`config.mk`:
```
export PLATFORM = sky130hd
export DESIGN_NAME = code_conv_seq
export DESIGN_NICKNAME = d
export VERILOG_FILES = /design/src/rtl/code_conv_pkg.sv /design/src/rtl/code_conv_cnt.sv /design/src/rtl/code_conv_seq.sv
export SDC_FILE = /design/constraint.sdc
export NUM_CORES = 1
export LEC_CHECK = 0
export CAP_MARGIN = 20
export CORE_MARGIN = 2
export CORE_UTILIZATION = 40
export CTS_CLUSTER_SIZE = 14
export DETAILED_ROUTE_END_ITERATION = 12
export GPL_TIMING_DRIVEN = 0
export PLACE_DENSITY_LB_ADDON = 0.2
export SLEW_MARGIN = 20
export SYNTH_ARGS = -nofsm -noshare
export SYNTH_HDL_FRONTEND = slang
export SYNTH_SLANG_ARGS = --single-unit
```
`constraint.sdc`:
```
create_clock -name i_clk -period 4.3 [get_ports i_clk]
set_input_delay 0.86 -clock i_clk [delete_from_list [all_inputs] [get_ports i_clk]]
set_output_delay 0.86 -clock i_clk [all_outputs]
set_load 0.02 [all_outputs]
```
`src/rtl/code_conv_pkg.sv`:
```
// Shared types and constants for the bit-serial binary/Gray converter.
package code_conv_pkg;

  typedef enum logic [2:0] {
    ST_IDLE = 3'd0,
    ST_LOAD = 3'd1,
    ST_MSB  = 3'd2,
    ST_BIT  = 3'd3,
    ST_DONE = 3'd4
  } state_t;

  localparam logic MODE_B2G = 1'b0;
  localparam logic MODE_G2B = 1'b1;

  // Bit-index counter width; a 1-bit operand still gets a 1-bit counter.
  function automatic int cnt_width(input int width);
    return (width <= 1) ? 1 : $clog2(width);
  endfunction

endpackage

```
`src/rtl/code_conv_cnt.sv`:
```
// Parametrised down-counter with load and zero flag; never wraps below zero.
module code_conv_cnt #(
  parameter int W = 3
) (
  input  logic         i_clk,
  input  logic         i_reset,
  input  logic         i_load,
  input  logic         i_dec,
  input  logic [W-1:0] i_load_val,
  output logic [W-1:0] o_cnt,
  output logic         o_zero
);

  logic [W-1:0] r_cnt;

  always_ff @(posedge i_clk) begin
    if (i_reset) begin
      r_cnt <= '0;
    end else if (i_load) begin
      r_cnt <= i_load_val;
    end else if (i_dec && (r_cnt != '0)) begin
      r_cnt <= r_cnt - W'(1);
    end
  end

  assign o_cnt  = r_cnt;
  assign o_zero = (r_cnt == '0);

endmodule

```
`src/rtl/code_conv_seq.sv`:
```
// Bit-serial binary<->Gray converter, MSB first, with busy/done handshake.
// Optional registered parity of the result when CODE_CONV_PARITY_EN is defined.
//
// state   | meaning
// IDLE    | waiting for start; dout holds last result
// LOAD    | operand captured, dout cleared
// MSB     | copy top bit
// BIT     | one lower bit per clock, index = cnt
// DONE    | result valid; wait for start to drop
module code_conv_seq
  import code_conv_pkg::*;
#(
  parameter int WIDTH = 8
) (
  input  logic             i_clk,
  input  logic             i_reset,
  input  logic             i_start,
  input  logic             i_mode,
  input  logic [WIDTH-1:0] i_din,
  output logic             o_busy,
  output logic             o_done,
  output logic [WIDTH-1:0] o_dout,
  output logic             o_parity
);

  localparam int CNT_W = cnt_width(WIDTH);
  localparam logic [CNT_W-1:0] CNT_INIT = (WIDTH > 1) ? CNT_W'(WIDTH - 2) : '0;

  state_t           r_state;
  logic             r_busy;
  logic             r_done;
  logic             r_mode;
  logic [WIDTH-1:0] r_in;
  logic [WIDTH-1:0] r_dout;
  logic [WIDTH-1:0] w_dout_next;
  logic [CNT_W-1:0] w_cnt;
  logic             w_cnt_zero;
  logic             w_cnt_load;
  logic             w_cnt_dec;

  // Operand is captured on the edge that accepts start, so anything
  // driven on din/mode while busy is never seen.
  assign w_cnt_load = (r_state == ST_IDLE) && i_start;
  assign w_cnt_dec  = (r_state == ST_BIT);

  code_conv_cnt #(.W(CNT_W)) u_cnt (
    .i_clk      (i_clk),
    .i_reset    (i_reset),
    .i_load     (w_cnt_load),
    .i_dec      (w_cnt_dec),
    .i_load_val (CNT_INIT),
    .o_cnt      (w_cnt),
    .o_zero     (w_cnt_zero)
  );

  always_comb begin
    w_dout_next = r_dout;
    case (r_state)
      ST_IDLE: if (i_start) w_dout_next = '0;
      ST_MSB:  w_dout_next[WIDTH-1] = r_in[WIDTH-1];
      ST_BIT: begin
        for (int k = 0; k < WIDTH - 1; k++) begin
          if (k == int'(w_cnt)) begin
            case (r_mode)
              MODE_B2G: w_dout_next[k] = r_in[k+1] ^ r_in[k];
              MODE_G2B: w_dout_next[k] = r_dout[k+1] ^ r_in[k];
              default:  w_dout_next[k] = r_dout[k];
            endcase
          end
        end
      end
      default: w_dout_next = r_dout;
    endcase
  end

  always_ff @(posedge i_clk) begin
    if (i_reset) begin
      r_state <= ST_IDLE;
      r_busy  <= 1'b0;
      r_done  <= 1'b0;
      r_mode  <= 1'b0;
      r_in    <= '0;
      r_dout  <= '0;
    end else begin
      r_dout <= w_dout_next;
      case (r_state)
        ST_IDLE: begin
          if (i_start) begin
            r_state <= ST_LOAD;
            r_busy  <= 1'b1;
            r_in    <= i_din;
            r_mode  <= i_mode;
          end
        end
        ST_LOAD: r_state <= ST_MSB;
        ST_MSB: begin
          if (WIDTH == 1) begin
            r_state <= ST_DONE;
            r_busy  <= 1'b0;
            r_done  <= 1'b1;
          end else begin
            r_state <= ST_BIT;
          end
        end
        ST_BIT: begin
          if (w_cnt_zero) begin
            r_state <= ST_DONE;
            r_busy  <= 1'b0;
            r_done  <= 1'b1;
          end
        end
        ST_DONE: begin
          if (!i_start) begin
            r_state <= ST_IDLE;
            r_done  <= 1'b0;
          end
        end
        default: begin
          r_state <= ST_IDLE;
          r_busy  <= 1'b0;
          r_done  <= 1'b0;
        end
      endcase
    end
  end

  assign o_busy = r_busy;
  assign o_done = r_done;
  assign o_dout = r_dout;

`ifdef CODE_CONV_PARITY_EN
  logic r_parity;

  always_ff @(posedge i_clk) begin
    if (i_reset) r_parity <= 1'b0;
    else         r_parity <= ^w_dout_next;
  end

  assign o_parity = r_parity;
`else
  assign o_parity = 1'b0;
`endif

endmodule

```
Word level (Yosys, flattened, before mapping)
Index checks and enable logic that the tools add are counted.
{ "totals": {"out_inout_bits": 11, "in_bits": 12, "register_bits": 25} }
{ "classes": {"n_eq_ne": 20, "reduce_logical": 24, "mux": 29, "n_bitwise": 17, "n_addsub": 1} }
{ "op_table": {"columns": ["operator", "count"], "rows": [
  ["3-bit AND reduction", 10],
  ["2-bit != test, second input constant", 10],
  ["1-bit one-hot mux with 2 select lines", 8],
  ["3-bit 2-to-1 mux", 5],
  ["3-bit one-hot mux with 5 select lines", 1],
  ["7-bit one-hot mux with 2 select lines", 1],
  ["1-bit bitwise XOR", 14],
  ["3-bit equality test, first input constant", 4],
  ["1-bit 2-to-1 mux", 11],
  ["3-bit zero test", 3],
  ["8-bit 2-to-1 mux", 1],
  ["2-bit by 3-bit equality test with 1-bit output, first input constant", 2],
  ["3-bit by 2-bit equality test with 1-bit output, second input constant", 2],
  ["1-bit one-hot mux with 3 select lines", 2],
  ["2-bit nonzero test", 3],
  ["3-bit OR reduction", 2],
  ["2-bit AND reduction", 2],
  ["3-bit by 1-bit equality test with 1-bit output, second input constant", 1],
  ["3-bit equality test, second input constant", 1],
  ["1-bit NOT", 3],
  ["3-bit nonzero test", 1],
  ["3-bit by 1-bit subtractor with 3-bit output, second input constant", 1],
  ["1-bit logical AND", 2],
  ["2-bit OR reduction", 1]
]} }

Logic depth before layout (Yosys ltp)
{ "logic_depth": {"depth_word": 4, "depth_mapped": 5, "mapped_depth_nobuf": 5} }

Modules after synthesis
Synthesis repeated with hierarchy kept, for this count alone.
{ "unflattened": {"hier_cells": 145, "area_unflattened_um2": 1301.2} }
{ "modules_own_cells": {"columns": ["mod", "area_each_um2", "n_inst", "cells_each"], "rows": [
  ["code_conv_seq", 1118.6, 1, 124],
  ["code_conv_cnt", 182.7, 1, 21]
]} }

Least setup slack after synthesis
OpenSTA, ideal clock, no wires.
{ "synth_timing": {"path_kind": "input -> register", "start": "input port i_start", "end": "register r_in[0]", "required_ps": 4168, "t_arrival_ps": 1565, "cell_stages": 4, "slack_ps": 2602, "cell_sequence": "or4b_4 -> buf_6 -> nand2_1 -> a21oi_1"} }
{ "synth_between": {"elab_chain_len": 1} }
{ "synth_lines": {"columns": ["element", "line_no", "source"], "rows": [
  ["from (decl)", "code_conv_seq.sv:17", "input logic i_start,"],
  ["2-bit AND reduction (no source line)", null, null],
  ["to (signal assigned)", "code_conv_seq.sv:91", "r_in <= i_din;"],
  ["to (decl)", "code_conv_seq.sv:33", "logic [WIDTH-1:0] r_in;"]
]} }
Every way passes these cells.
A chain may end at the register's enable or synchronous reset.

Worst setup path after layout
{ "layout_timing": {"start": "register r_dout[3] (netlist: o_dout[3])", "end": "output port o_dout[3]"} }
{ "layout_rtl": {"columns": ["element", "line_no", "source"], "rows": [
  ["from (decl)", "code_conv_seq.sv:34", "logic [WIDTH-1:0] r_dout;"],
  ["from (signal assigned)", "code_conv_seq.sv:85", "r_dout <= w_dout_next;"],
  ["to (decl)", "code_conv_seq.sv:22", "output logic [WIDTH-1:0] o_dout,"]
]} }
No word-level cell between the ends.

==> metrics.md <==
| Metric | Value |
|---|---|
| Ys flop type | `dfxtp_1` |
| Core footprint | `0.00339 mm2` |
| Unrepaired setup endpoints after global routing | `no` |
| Worst Hold Path EP | `r_in[0]` |
| Syn_nets | `180` |
| Dpl cells | `230` |
| Worst reg2reg path depth | `5` |
| Most common library cells after synthesis | `nand2_1 (26), dfxtp_1 (25), a21oi_1 (13)` |
| Syn Inst Count | `163` |
| Antenna viol nets, final | `0` |
| Htree depth | `1` |
| Leakage | `0.594 nW` |
| WHS Path Cells | `2` |
| HP Class | `reg -> reg` |
| Post-CTS Resized | `0` |
| Maximum fanout along the worst path | `4` |
| Rel. slew slack | `55.9%` |
| Number of hold buffers added after CTS | `0` |
| Yosys cell types | `36` |
| Final cell count without fillers | `234` |
| CTS root buffer | `clkbuf_4` |
| CTS tree | `built` |
| Final core utilization | `50.8%` |
| Crit path DAT | `1.35 ns` |
| Post-route clock period utilization | `51.5%` |
| Worst Setup Start Kind | `flop` |
| Port bufs | `21` |
| Initial Utilization | `42.1%` |
| Max incr delay on CP | `0.62 ns` |
| Die height | `63.7 um` |
| Worst flop-to-flop path endpoint | `u_cnt.o_cnt[0]` |
| First-pass GRT wire length | `5.58 mm` |
| Drc violations | `0` |
| Peak supply drop | `0.170 mV` |
| Number of synthesized flops with an enable pin | `0` |
| Syn. warnings | `0` |
| Crit path cell chain | `clkdlybuf4s50_1` |
| Final hold vios | `0` |
| Slowest cell on the critical path | `clkdlybuf4s50_1` |
| Syn Area/Cell | `8.75 um2` |
| Final setup viols | `0` |
| Sinks on Clock Net | `25` |
| Final net count | `206` |
| Crit path kind | `reg -> out` |
| Ratio of cells with drive above 1 in the final layout | `9.04%` |
| Ant. Diodes | `0` |
| Slew Limit Fails | `0` |
| Grt ovf | `0` |
| I/O Pins | `23` |
| Clk_lat worst skew | `0.33 ns` |
| 1st-iter DRT viols | `23` |
| Final min period | `2.21 ns` |
| Outcome | `complete, no violations` |
| Hold Crit Start | `r_in[0]` |
| Dpl ws | `1.79 ns` |
| Ys async rst share | `0%` |
| Vias per cell | `5.35` |
| Max clock buf depth | `2` |
| Synth Register Bits | `25` |
| Most common cell in the netlist | `nand2_1` |
| Max_cap viols | `0` |
| DIE WIDTH | `63.7 um` |
| Setup TNS | `0 ns` |
| Setup bufs post-CTS | `0` |
| HPWL after DPL | `2.39 mm` |
| Required @ worst endpoint | `3.44 ns` |
| Area leader, netlist | `dfxtp_1` |
| R2R setup slack | `2.71 ns` |
| Total detailed-routing wirelength | `3.23 mm` |
| Measured slew at the worst slew-check pin | `0.659 ns` |
| Clk slew on worst S/H paths | `0.14 ns` |
| Layout Area Growth over Synthesis | `20.7%` |
| Worst Skew | `0.00309 ns` |
| Largest net degree at the start of global routing | `15` |
| # rows | `21` |
| PD cells | `273 mW/mm2` |
| Post-synth top area share | `35.1%` |
| Vias in the first global route | `1243` |
| Setup crit end kind | `output port` |
| Gpl congestion | `0.832` |
| Worst hold margin | `0.480 ns` |
| Peak Freq | `0.451 GHz` |
| CP bufs+invs | `1` |
| WL/cell | `13.8 um` |
| Num CTS Buffers | `3` |
| 1st-pass router iterations | `4` |
| Delay-heaviest family, CP | `buffers and inverters` |
| Sequential share of the synthesized area | `35.1%` |
| Total Routing Usage GR | `17.4%` |
| Setup ws final | `2.09 ns` |
| FF-to-FF Start | `u_cnt.o_cnt[0]` |
| Vias post-DR | `1251` |
| Die footprint | `0.00406 mm2` |
| Initial antenna violation count | `0` |
| Top post-synthesis cells by area | `dfxtp_1 (35%), nand2_1 (6.8%), mux2i_1 (5.6%)` |
| Mapped Area | `0.00143 mm2` |
[sequential cells by signal, summed over array words and instances, names as in the netlist]
register,cells
o_busy,1
u_cnt.o_cnt,3
o_done,1
o_dout,8
r_state,3
r_mode,1
r_in,8
[cells by family (layout without fill, tap and decap cells)]
family	after synthesis	after routing	share of synthesized area (%)
XOR/XNOR	7	7	4.30
AND/OR/NAND/NOR	58	58	24.7
buffers and inverters	16	41	6.32
AO/OA/AOI/OAI	43	43	19.4
adder cells (fa/ha/maj)	5	5	4.39
other	1	1	0.263
flip-flops	25	25	35.1
multiplexers	8	8	5.61
[how the worst max path moves through the flow]
stage	cells after the start	endpoint	slack, ns	start
final	1	o_dout[3]	2.09	o_dout[3]
after floorplan	4	r_in[0]	2.60	i_start
after global placement	5	o_dout[6]	1.81	i_start
after CTS	1	o_dout[2]	2.07	o_dout[2]
after global routing	1	o_dout[3]	2.01	o_dout[3]
after detailed placement	5	o_dout[6]	1.79	i_start
[through the flow]
step | cell area, um2 | total power (W)
after CTS | 1720 | 0.000476
after floorplan | 1430 | 0.000330
after detailed placement | 1690 | 0.000365
final | 1720 | 0.000471
after global placement | 1690 | 0.000362
after global routing | 1720 | 0.000502
[layout by cell type, fill, tap and decap left out, types with 2 or more instances in the layout]
cell,netlist,final
and4b_1,4,4
nand2b_1,7,7
buf_4,3,3
inv_1,3,3
xor2_1,7,7
clkbuf_1,5,5
mux2i_1,8,8
clkbuf_4,0,3
o21ai_0,11,11
o21bai_1,8,8
nand2_1,26,26
nand3_1,2,2
a21oi_1,13,13
clkdlybuf4s50_1,0,21
and4_1,3,3
ha_1,5,5
nor2_1,4,4
buf_6,2,2
o32ai_1,7,7
buf_2,3,3
dfxtp_1,25,25
[metal layers]
| layer | global-route usage, % | wire length (um) | vias up |
|---|---|---|---|
| li1 | - | - | 632 |
| met1 | 21.4 | 1530 | 598 |
| met2 | 30.3 | 1580 | 15 |
| met3 | 2.14 | 58 | 6 |
| met4 | 7.61 | 61 | 0 |
| met5 | 0 | 0 | - |
[worst reg2reg max path: stages (launching register included)]
cell and delay (ns):
dfxtp_1 0.43, inv_1 0.11, ha_1 0.26, nor2b_1 0.18, or3_1 0.32, a211oi_2 0.22
[cell type report]
class | count | area (um2)
repair buffers | 21 | 210
clock buffers | 3 | 22.5
well taps | 46 | 57.6
inverters | 3 | 11.3
clock inverters | 1 | 5.00
fillers | 329 | 1670
flip-flops and latches | 25 | 500
plain buffers | 13 | 78.8
multi-input cells | 122 | 836
[power by group]
part / total (W) / switching, W / internal (W)
Combinational: 0.000105 / 0.0000586 / 0.0000469
Sequential: 0.000255 / 0.00000997 / 0.000245
Clock: 0.000111 / 0.0000758 / 0.0000349
Power figures use the tool's default switching activity.
